[src/rtl/alu_seq.sv]
// ---------------------------------------------------------------------------
// alu_seq : handshaked sequential ALU
//
// Single-cycle logic/arith/compare/shift ops land in a registered output slot
// one cycle after acceptance. With ALU_SEQ_MULDIV_EN defined, unsigned
// MULU/DIVU/REMU run iteratively (one shift-add or restoring-subtract step per
// cycle) and their result lands WIDTH+1 cycles after acceptance. Without the
// macro those three codes are reported as illegal and no iterative logic exists.
//
// Ports:
//   clk, rst_n            clock (rising edge), async active-low reset
//   in_valid / in_ready   request handshake; a, b, sel sampled on acceptance
//   out_valid / out_ready result handshake; slot holds while stalled
//   result                operation result
//   zero                  result == 0
//   carry                 ADD carry-out / SUB no-borrow (a >= b unsigned)
//   overflow              signed overflow on ADD/SUB
//   illegal               sel was not a recognised code
//   busy                  iterative op in progress
// ---------------------------------------------------------------------------
module alu_seq #(
    parameter int WIDTH = 32,
    parameter int CNT_W = $clog2(WIDTH) + 1
) (
    input  logic             clk,
    input  logic             rst_n,
    input  logic             in_valid,
    output logic             in_ready,
    input  logic [WIDTH-1:0] a,
    input  logic [WIDTH-1:0] b,
    input  logic [3:0]       sel,
    output logic             out_valid,
    input  logic             out_ready,
    output logic [WIDTH-1:0] result,
    output logic             zero,
    output logic             carry,
    output logic             overflow,
    output logic             illegal,
    output logic             busy
);

    localparam int SHW = $clog2(WIDTH);

    localparam logic [3:0] OP_AND  = 4'b0000;
    localparam logic [3:0] OP_OR   = 4'b0001;
    localparam logic [3:0] OP_ADD  = 4'b0010;
    localparam logic [3:0] OP_XOR  = 4'b0011;
    localparam logic [3:0] OP_SLL  = 4'b0100;
    localparam logic [3:0] OP_SRL  = 4'b0101;
    localparam logic [3:0] OP_SUB  = 4'b0110;
    localparam logic [3:0] OP_SLT  = 4'b0111;
    localparam logic [3:0] OP_SLTU = 4'b1000;
    localparam logic [3:0] OP_NOR  = 4'b1100;
    localparam logic [3:0] OP_SRA  = 4'b1101;

    // ---------------- single-cycle datapath ----------------
    logic [WIDTH-1:0] alu_res;
    logic             alu_c, alu_v, alu_ill;
    logic [WIDTH:0]   sum, diff;
    logic [SHW-1:0]   shamt;

    always_comb begin
        sum     = {1'b0, a} + {1'b0, b};
        diff    = {1'b0, a} - {1'b0, b};
        shamt   = b[SHW-1:0];
        alu_res = '0;
        alu_c   = 1'b0;
        alu_v   = 1'b0;
        alu_ill = 1'b0;
        case (sel)
            OP_AND:  alu_res = a & b;
            OP_OR:   alu_res = a | b;
            OP_XOR:  alu_res = a ^ b;
            OP_NOR:  alu_res = ~(a | b);
            OP_ADD: begin
                alu_res = sum[WIDTH-1:0];
                alu_c   = sum[WIDTH];
                alu_v   = (a[WIDTH-1] == b[WIDTH-1]) && (sum[WIDTH-1] != a[WIDTH-1]);
            end
            OP_SUB: begin
                alu_res = diff[WIDTH-1:0];
                alu_c   = ~diff[WIDTH];           // no borrow out <=> a >= b
                alu_v   = (a[WIDTH-1] != b[WIDTH-1]) && (diff[WIDTH-1] != a[WIDTH-1]);
            end
            OP_SLT:  alu_res = {{(WIDTH-1){1'b0}}, ($signed(a) < $signed(b))};
            OP_SLTU: alu_res = {{(WIDTH-1){1'b0}}, (a < b)};
            OP_SLL:  alu_res = a << shamt;
            OP_SRL:  alu_res = a >> shamt;
            OP_SRA:  alu_res = $signed(a) >>> shamt;
            // Iterative codes never reach the slot through this path; when the
            // iterative unit is absent they fall out here as illegal.
            default: alu_ill = 1'b1;
        endcase
    end

    // ---------------- iterative unit / FSM ----------------
    logic             idle;
    logic             is_muldiv;
    logic             last_step;
    logic [WIDTH-1:0] multi_res;
    logic             accept;

    assign accept = in_valid && in_ready;

`ifdef ALU_SEQ_MULDIV_EN
    localparam logic [3:0] OP_MULU = 4'b1001;
    localparam logic [3:0] OP_DIVU = 4'b1010;
    localparam logic [3:0] OP_REMU = 4'b1011;

    typedef enum logic [1:0] {S_IDLE, S_BUSY, S_DONE} state_e;
    state_e           state_q, state_d;
    logic [CNT_W-1:0] cnt_q, cnt_d;
    logic [3:0]       op_q, op_d;
    // x: multiplicand / divisor, y: multiplier / dividend->quotient,
    // acc: product / partial remainder
    logic [WIDTH-1:0] x_q, x_d, y_q, y_d, acc_q, acc_d;
    logic [WIDTH-1:0] step_acc, step_y;
    logic [WIDTH:0]   rem_sh;

    assign is_muldiv = (sel == OP_MULU) || (sel == OP_DIVU) || (sel == OP_REMU);

    // state register
    always_ff @(posedge clk or negedge rst_n) begin
        if (!rst_n) state_q <= S_IDLE;
        else        state_q <= state_d;
    end

    // next state
    always_comb begin
        state_d = state_q;
        case (state_q)
            S_IDLE:  if (accept && is_muldiv) state_d = S_BUSY;
            S_BUSY:  if (last_step)           state_d = S_DONE;
            S_DONE:  state_d = S_IDLE;
            default: state_d = S_IDLE;
        endcase
    end

    // FSM outputs. The final step's value is written into the slot on the
    // BUSY->DONE edge, so DONE is the cycle the result is already visible while
    // the unit is still reported busy.
    always_comb begin
        idle      = (state_q == S_IDLE);
        busy      = (state_q != S_IDLE);
        last_step = (state_q == S_BUSY) && (cnt_q == CNT_W'(WIDTH - 1));
    end

    // One iteration: MSB-first shift-add for MULU, restoring divide otherwise.
    always_comb begin
        rem_sh   = {acc_q, y_q[WIDTH-1]};
        step_acc = acc_q;
        step_y   = y_q;
        if (op_q == OP_MULU) begin
            step_acc = (acc_q << 1) + (y_q[WIDTH-1] ? x_q : '0);
            step_y   = y_q << 1;
        end else if (rem_sh >= {1'b0, x_q}) begin
            // divisor 0 always subtracts: quotient all ones, remainder = a
            step_acc = WIDTH'(rem_sh - {1'b0, x_q});
            step_y   = {y_q[WIDTH-2:0], 1'b1};
        end else begin
            step_acc = rem_sh[WIDTH-1:0];
            step_y   = {y_q[WIDTH-2:0], 1'b0};
        end
        multi_res = (op_q == OP_DIVU) ? step_y : step_acc;
    end

    always_comb begin
        x_d   = x_q;
        y_d   = y_q;
        acc_d = acc_q;
        cnt_d = cnt_q;
        op_d  = op_q;
        if (accept && is_muldiv) begin
            op_d  = sel;
            acc_d = '0;
            cnt_d = '0;
            x_d   = (sel == OP_MULU) ? a : b;
            y_d   = (sel == OP_MULU) ? b : a;
        end else if (state_q == S_BUSY) begin
            acc_d = step_acc;
            y_d   = step_y;
            cnt_d = last_step ? '0 : cnt_q + CNT_W'(1);
        end
    end

    always_ff @(posedge clk or negedge rst_n) begin
        if (!rst_n) begin
            x_q   <= '0;
            y_q   <= '0;
            acc_q <= '0;
            cnt_q <= '0;
            op_q  <= '0;
        end else begin
            x_q   <= x_d;
            y_q   <= y_d;
            acc_q <= acc_d;
            cnt_q <= cnt_d;
            op_q  <= op_d;
        end
    end
`else
    assign is_muldiv = 1'b0;
    assign idle      = 1'b1;
    assign busy      = 1'b0;
    assign last_step = 1'b0;
    assign multi_res = '0;
`endif

    // ---------------- output slot ----------------
    logic [WIDTH-1:0] result_q, result_d;
    logic             zero_q, zero_d, carry_q, carry_d, ovf_q, ovf_d;
    logic             ill_q, ill_d, out_valid_q, out_valid_d;

    assign in_ready = idle && (!out_valid_q || out_ready);

    always_comb begin
        result_d    = result_q;
        zero_d      = zero_q;
        carry_d     = carry_q;
        ovf_d       = ovf_q;
        ill_d       = ill_q;
        out_valid_d = out_valid_q && !out_ready;
        if (accept && !is_muldiv) begin
            result_d    = alu_res;
            zero_d      = (alu_res == '0);
            carry_d     = alu_c;
            ovf_d       = alu_v;
            ill_d       = alu_ill;
            out_valid_d = 1'b1;
        end else if (last_step) begin
            result_d    = multi_res;
            zero_d      = (multi_res == '0);
            carry_d     = 1'b0;
            ovf_d       = 1'b0;
            ill_d       = 1'b0;
            out_valid_d = 1'b1;
        end
    end

    always_ff @(posedge clk or negedge rst_n) begin
        if (!rst_n) begin
            result_q    <= '0;
            zero_q      <= 1'b0;
            carry_q     <= 1'b0;
            ovf_q       <= 1'b0;
            ill_q       <= 1'b0;
            out_valid_q <= 1'b0;
        end else begin
            result_q    <= result_d;
            zero_q      <= zero_d;
            carry_q     <= carry_d;
            ovf_q       <= ovf_d;
            ill_q       <= ill_d;
            out_valid_q <= out_valid_d;
        end
    end

    assign out_valid = out_valid_q;
    assign result    = result_q;
    assign zero      = zero_q;
    assign carry     = carry_q;
    assign overflow  = ovf_q;
    assign illegal   = ill_q;

endmodule

[config.mk]
export PLATFORM = sky130hd
export DESIGN_NAME = alu_seq
export DESIGN_NICKNAME = d
export VERILOG_FILES = /design/src/rtl/alu_seq.sv
export SDC_FILE = /design/constraint.sdc
export NUM_CORES = 1
export LEC_CHECK = 0
export BUFFER_PORTS_ARGS = -buffer_cell sky130_fd_sc_hd__buf_2
export CORE_AREA = 2 2 251 154
export CTS_BUF_LIST = sky130_fd_sc_hd__clkbuf_4 sky130_fd_sc_hd__clkbuf_8 sky130_fd_sc_hd__clkbuf_16
export CTS_CLUSTER_SIZE = 28
export DETAILED_ROUTE_END_ITERATION = 8
export DIE_AREA = 0 0 253 156
export GPL_ROUTABILITY_DRIVEN = 0
export PLACE_DENSITY_LB_ADDON = 0.1
export SETUP_SLACK_MARGIN = 0.3
export SYNTH_ARGS = -nofsm -noshare
export SYNTH_HDL_FRONTEND = slang
export SYNTH_SLANG_ARGS = --single-unit
[constraint.sdc]
create_clock -name clk -period 4.8 [get_ports clk]
set_input_delay 0.24 -clock clk [delete_from_list [all_inputs] [get_ports clk]]
set_output_delay 0.24 -clock clk [all_outputs]
set_load 0.01 [all_outputs]
* Yosys cells after proc, flatten, opt, wreduce, memory -nomap -nowiden *
Index checks and enable logic that the tools add are counted.
W data, S select, Z words.

operators by class
  add/sub/neg operators = 2
  order comparisons = 2
  eq/ne operators = 14
  shift operators = 3
  muxes and demuxes = 5
  bitwise gates (word level) = 5
  reductions and logical operators = 10

operators with widths
  kind                  count
  $pmux W32 S11         1
  $lt A32 B32 Y1        2
  $add A32 B32 Y33      1
  $sub A32 B32 Y33      1
  $and A32 B32 Y32      1
  $logic_not A32 Y1     1
  $not A32 Y32          1
  $or A32 B32 Y32       1
  $shl A32 B5 Y32       1
  $shr A32 B5 Y32       1
  $sshr A32 B5 Y32      1
  $xor A32 B32 Y32      1
  $eq A4 B3 Y1 const B  4
  $eq A4 B4 Y1 const B  3
  $reduce_or A11 Y1     1
  $eq A4 B2 Y1 const B  2
  $eq A4 B1 Y1 const B  1
  $logic_and A1 B1 Y1   4
  $logic_not A4 Y1      1
  $pmux W1 S2           2
  $ne A1 B1 Y1          3
  $logic_not A1 Y1      2
  $mux W1               2
  $eq A1 B1 Y1          1
  other kinds (2)       2

word-level totals
  bits in registers = 37
  bits of input ports = 72
  output and inout port bits = 39
  logic and storage cells = 47

* Depth between registers and ports, before layout *
  word-level depth = 4
  depth in mapped cells = 17
  gate-level depth less buffers = 15

* Worst setup path before layout *
OpenSTA, ideal clock, no wires.

  path type = input to register
  from = in b[3]
  to = reg result_q[30] (netlist: result[30])
  setup time = 0.125 ns
  arrival = 4.419 ns
  required time = 4.675 ns
  path slack = 0.257 ns
  cell stages on the path = 16
  buffers on the path = 4
  cells stage by stage = clkbuf_1 -> inv_2 -> clkbuf_1 -> buf_1 -> clkbuf_1 -> ha_1 -> nor2b_1 -> a211o_1 -> a211oi_1 -> o311ai_1 -> a2111oi_0 -> nor2_1 -> o31a_1 -> a221oi_1 -> o21ai_1 -> mux2_2

on the way
  word-level cells in the longest chain between the ends = 2
  elaborated cells between the ends (all ways) = 6
  those cells by class = 2 x add/sub; 3 x shift; 1 x mux

ends and longest elaborated chain
  item                                      line  source
  from (decl)                               30    input logic [WIDTH-1:0] b,
  $sub A32 B32 Y33 (tied with other cells)  64    diff = {1'b0, a} - {1'b0, b};
  $pmux W32 S11 *                           70    case (sel)
  to (signal assigned)                      249   result_q <= result_d;
  to (decl)                                 210   logic [WIDTH-1:0] result_q, result_d;

Mark *: on every way between the ends. The rest lies on a longest branch, timed or not.
A chain may end at the register's enable or synchronous reset.

* Worst setup path after layout *
  from = in a[14]
  to = reg zero_q (netlist: zero)

on the way
  word-level cells in the longest chain between the ends = 4
  elaborated cells between the ends (all ways) = 13
  those cells by class = 2 x add/sub; 2 x order compare; 3 x shift; 1 x mux; 4 x bitwise; 1 x reduce/logical

ends and longest elaborated chain
  item                                                                      line  source
  from (decl)                                                               29    input logic [WIDTH-1:0] a,
  parallel branches: the longest is 2 deep, another holds $sub A32 B32 Y33  --
  $pmux W32 S11 *                                                           70
  $logic_not A32 Y1 *                                                       225   zero_d = (alu_res == '0);
  to (signal assigned)                                                      250   zero_q <= zero_d;
  to (decl)                                                                 211   logic zero_q, zero_d, carry_q, carry_d, ovf_q, ovf_d;

Every way passes the cells marked *.

==> key figures <==
Logic synthesis
  – Avg Inst Size Synth: 7.34 sq um
  – Top-count cell post-synth: nand2_1
  – Cell taking the most area after synthesis: ha_1
  – Post-synthesis sequential area ratio: 8.43%
  – Async SR Flop Fraction: 100%
  – Ys Warns: 0
  – Yosys top cell area share: 11.5%
  – Post-synthesis register bit count: 37
  – Number of flops mapped to enable cells by yosys: 0
  – Synth top area cells: ha_1 (12%), dfrtp_1 (8.4%), mux4_2 (8.4%), a21oi_1 (5.0%), nand2_1 (4.9%)
  – Post-synth cell types: 93
  – Ys flop type: dfrtp_1
  – Synth cell count leaders: nand2_1 (142), nor2_1 (128), a21oi_1 (109)
  – Synthesized Nets: 1671
  – Mapped Cells: 1496
  – Mapped Area: 0.0110 sq mm

Die
  – I/O pin cnt: 111
  – Core area: 0.0372 sq mm
  – Die area: 0.0395 sq mm
  – Chip Height: 156 microns
  – Die span in x: 253 microns
  – Initial Util: 29.6%
  – Row cnt: 55

STA
  – Clk_skew: 8.76 ps
  – Final Hold Vio Count: 0
  – Minimum clock period after layout: 4260 ps
  – Setup violators final: 0
  – Tcrit/Tclk final: 88.7%
  – RSZ-0062 raised after global routing: no
  – Slew Limit Fails: 0
  – WHS: 54.8 ps
  – Fmax: 235 MHz
  – Least-Margin Pin Slew: 1210 ps
  – Slew HR: 18.3%
  – Setup TNS: 0 ps

Global route
  – First-pass GRT wire length: 84.9 mm
  – Initial antenna violation count: 1
  – Total GRT Usage: 28.9%
  – Pin count of the biggest net entering global routing: 66
  – Number of global-route vias before repair: 12.2k
  – Total gr overflow: 0

Power
  – Power Internal: 1.10 mW
  – Power Density: 180 mW/mm^2
  – Max VDD drop: 0.000138 V
  – Clock share of power: 14.8%
  – Power share of the combinational group: 67.1%
  – Sw Share: 50.9%
  – Reg power frac: 18.1%
  – P_leak: 5.22 nW
  – Net switching power: 1.14 mW

Final layout
  – Area Growth Syn to Fin: 13.2%
  – Fillers: 4088
  – Layout cell share with drive strength beyond 1: 19.1%
  – Nets: 1737
  – Post-route insts no fill: 2048

Clock tree
  – CTS tree: yes
  – H-tree Lvls: 2
  – Worst skew pair latency: 290 ps
  – Num CTS Buffers: 5
  – Clk buf depth: 2
  – Hold-fix buffers at CTS: 0
  – Post_cts resized: 0
  – Clk slew on worst S/H paths: 60 ps
  – Clock sinks: 37
  – Root Buffer: clkbuf_16
  – Post-CTS setup buffer count: 0

Placement
  – Cells after DPL: 2039
  – I/O Buffers: 109
  – DP HPWL: 47.6 mm

Status
  – Status: complete, no violations

Setup path
  – CP Capture Type: flip-flop
  – CP Data Arrival Time: 4460 ps
  – R2R setup slack: 1480 ps
  – Setup CP Type: in2reg
  – Startpoint types: input port
  – CP max FO: 14
  – Critical path required time: 5000 ps

Detailed routing
  – Via count: 13.2k
  – DRT iter0 DRCs: 2227
  – Drc violations: 0
  – WL/cell: 28.4 microns
  – First-pass iteration count of the detailed router: 6
  – Total Wirelength: 58.1 mm
  – Final ANT Viol Nets: 0
  – Routed vias/inst: 6.46

Job
  – Max-cap violation count: 0

Hold path
  – Hold Path Class: in2async
[path summary, 6_finish.rpt]
path,cells past startpoint,from,endpoint
setup / recovery,15,a[14],zero
hold / removal,1,rst_n,result[23]
setup reg to reg,13,out_valid,zero
hold reg to reg,2,result[27],result[27]
max in group asynchronous,1,rst_n,result[11]
min in group clk,2,in_valid,out_valid
[kinds of logic (layout without fill, tap and decap cells)]
kind of cell	Yosys count	count (layout)	share of synthesized area, %
xor gates and xnor gates	7	7	0.558
AOI/OAI and AO/OA	524	524	33.0
DFF	37	37	8.43
other	1	2	0.0341
and+or+nand+nor	464	464	20.3
buffers and inverters	220	287	7.77
adders and majority gates	103	103	11.9
muxes	140	140	18.0
[layer usage]
metal | GRT usage [%] | share of wire [%] | vias up
met5 | 1.12 | 0.12 | -
met4 | 3.35 | 1.2 | 4
met3 | 9.29 | 13 | 54
met2 | 38.9 | 38 | 833
met1 | 44.7 | 47 | 6509
li1 | - | - | 5834
[through the flow]
stage          util [%]  total power [mW]  setup slack (ps)  cell area, sq um
3_5_place_dp       33.1              1.85               299             12300
5_1_grt            33.4              2.37               325             12400
6_report           33.5              2.24               544             12400
3_3_place_gp       33.1              1.87               240             12300
4_1_cts            33.4              2.20               579             12400
2_1_floorplan         -              1.28               317             11000
[power groups by stage]
| stage | registers [mW] | clock network (mW) | logic, mW |
|---|---|---|---|
| after floorplan | 0.436 | 0 | 0.840 |
| after global placement | 0.411 | 0 | 1.46 |
| after detailed placement | 0.411 | 0 | 1.44 |
| after CTS | 0.406 | 0.344 | 1.45 |
| after global routing | 0.413 | 0.360 | 1.59 |
| final | 0.404 | 0.332 | 1.50 |
[area by class of cell]
class	count	area [sq um]	area share, %
Antenna cell	1	2.50	0.0201
Timing Repair Buffer	181	1140	9.16
Clock inverter	3	17.5	0.141
Inverter	98	368	2.96
Clock buffer	5	125	1.01
Tap cell	484	606	4.87
Sequential cell	37	926	7.45
Multi-Input combinational cell	1239	9250	74.4
[worst max-delay path, stage by stage]
cell       delay, ps
buf_2            230
inv_1             70
ha_1             490
and4_1           330
a2111oi_0        470
a221o_1          330
nor3_1            90
a2111oi_1        600
buf_4            220
nor3_1            50
a211o_1          260
a21boi_0         380
nor4bb_1         330
nand4_1          150
o31ai_2          210
[registers in the layout, summed over array words and instances (netlist names)]
signal,cells
result,32
carry,1
illegal,1
out_valid,1
overflow,1
zero,1
[cells in the final DEF (no fill, tap or decap), drive strengths merged, types with 10 or more instances in the layout]
cell type	instances
a211oi	26
a21boi	10
a21o	11
a21oi	109
a221oi	20
a22oi	28
a31oi	16
buf	181
dfrtp	37
ha	101
inv	97
mux2	51
mux2i	48
mux4	41
nand2	142
nand2b	24
nand3	37
nand4	13
nor2	128
nor2b	14
nor3	33
nor4	15
o2111ai	11
o211ai	33
o21ai	91
o21bai	10
o221ai	14
o22ai	24
o31ai	17
or3	11
No activity file was read; power rests on OpenSTA's default activity.
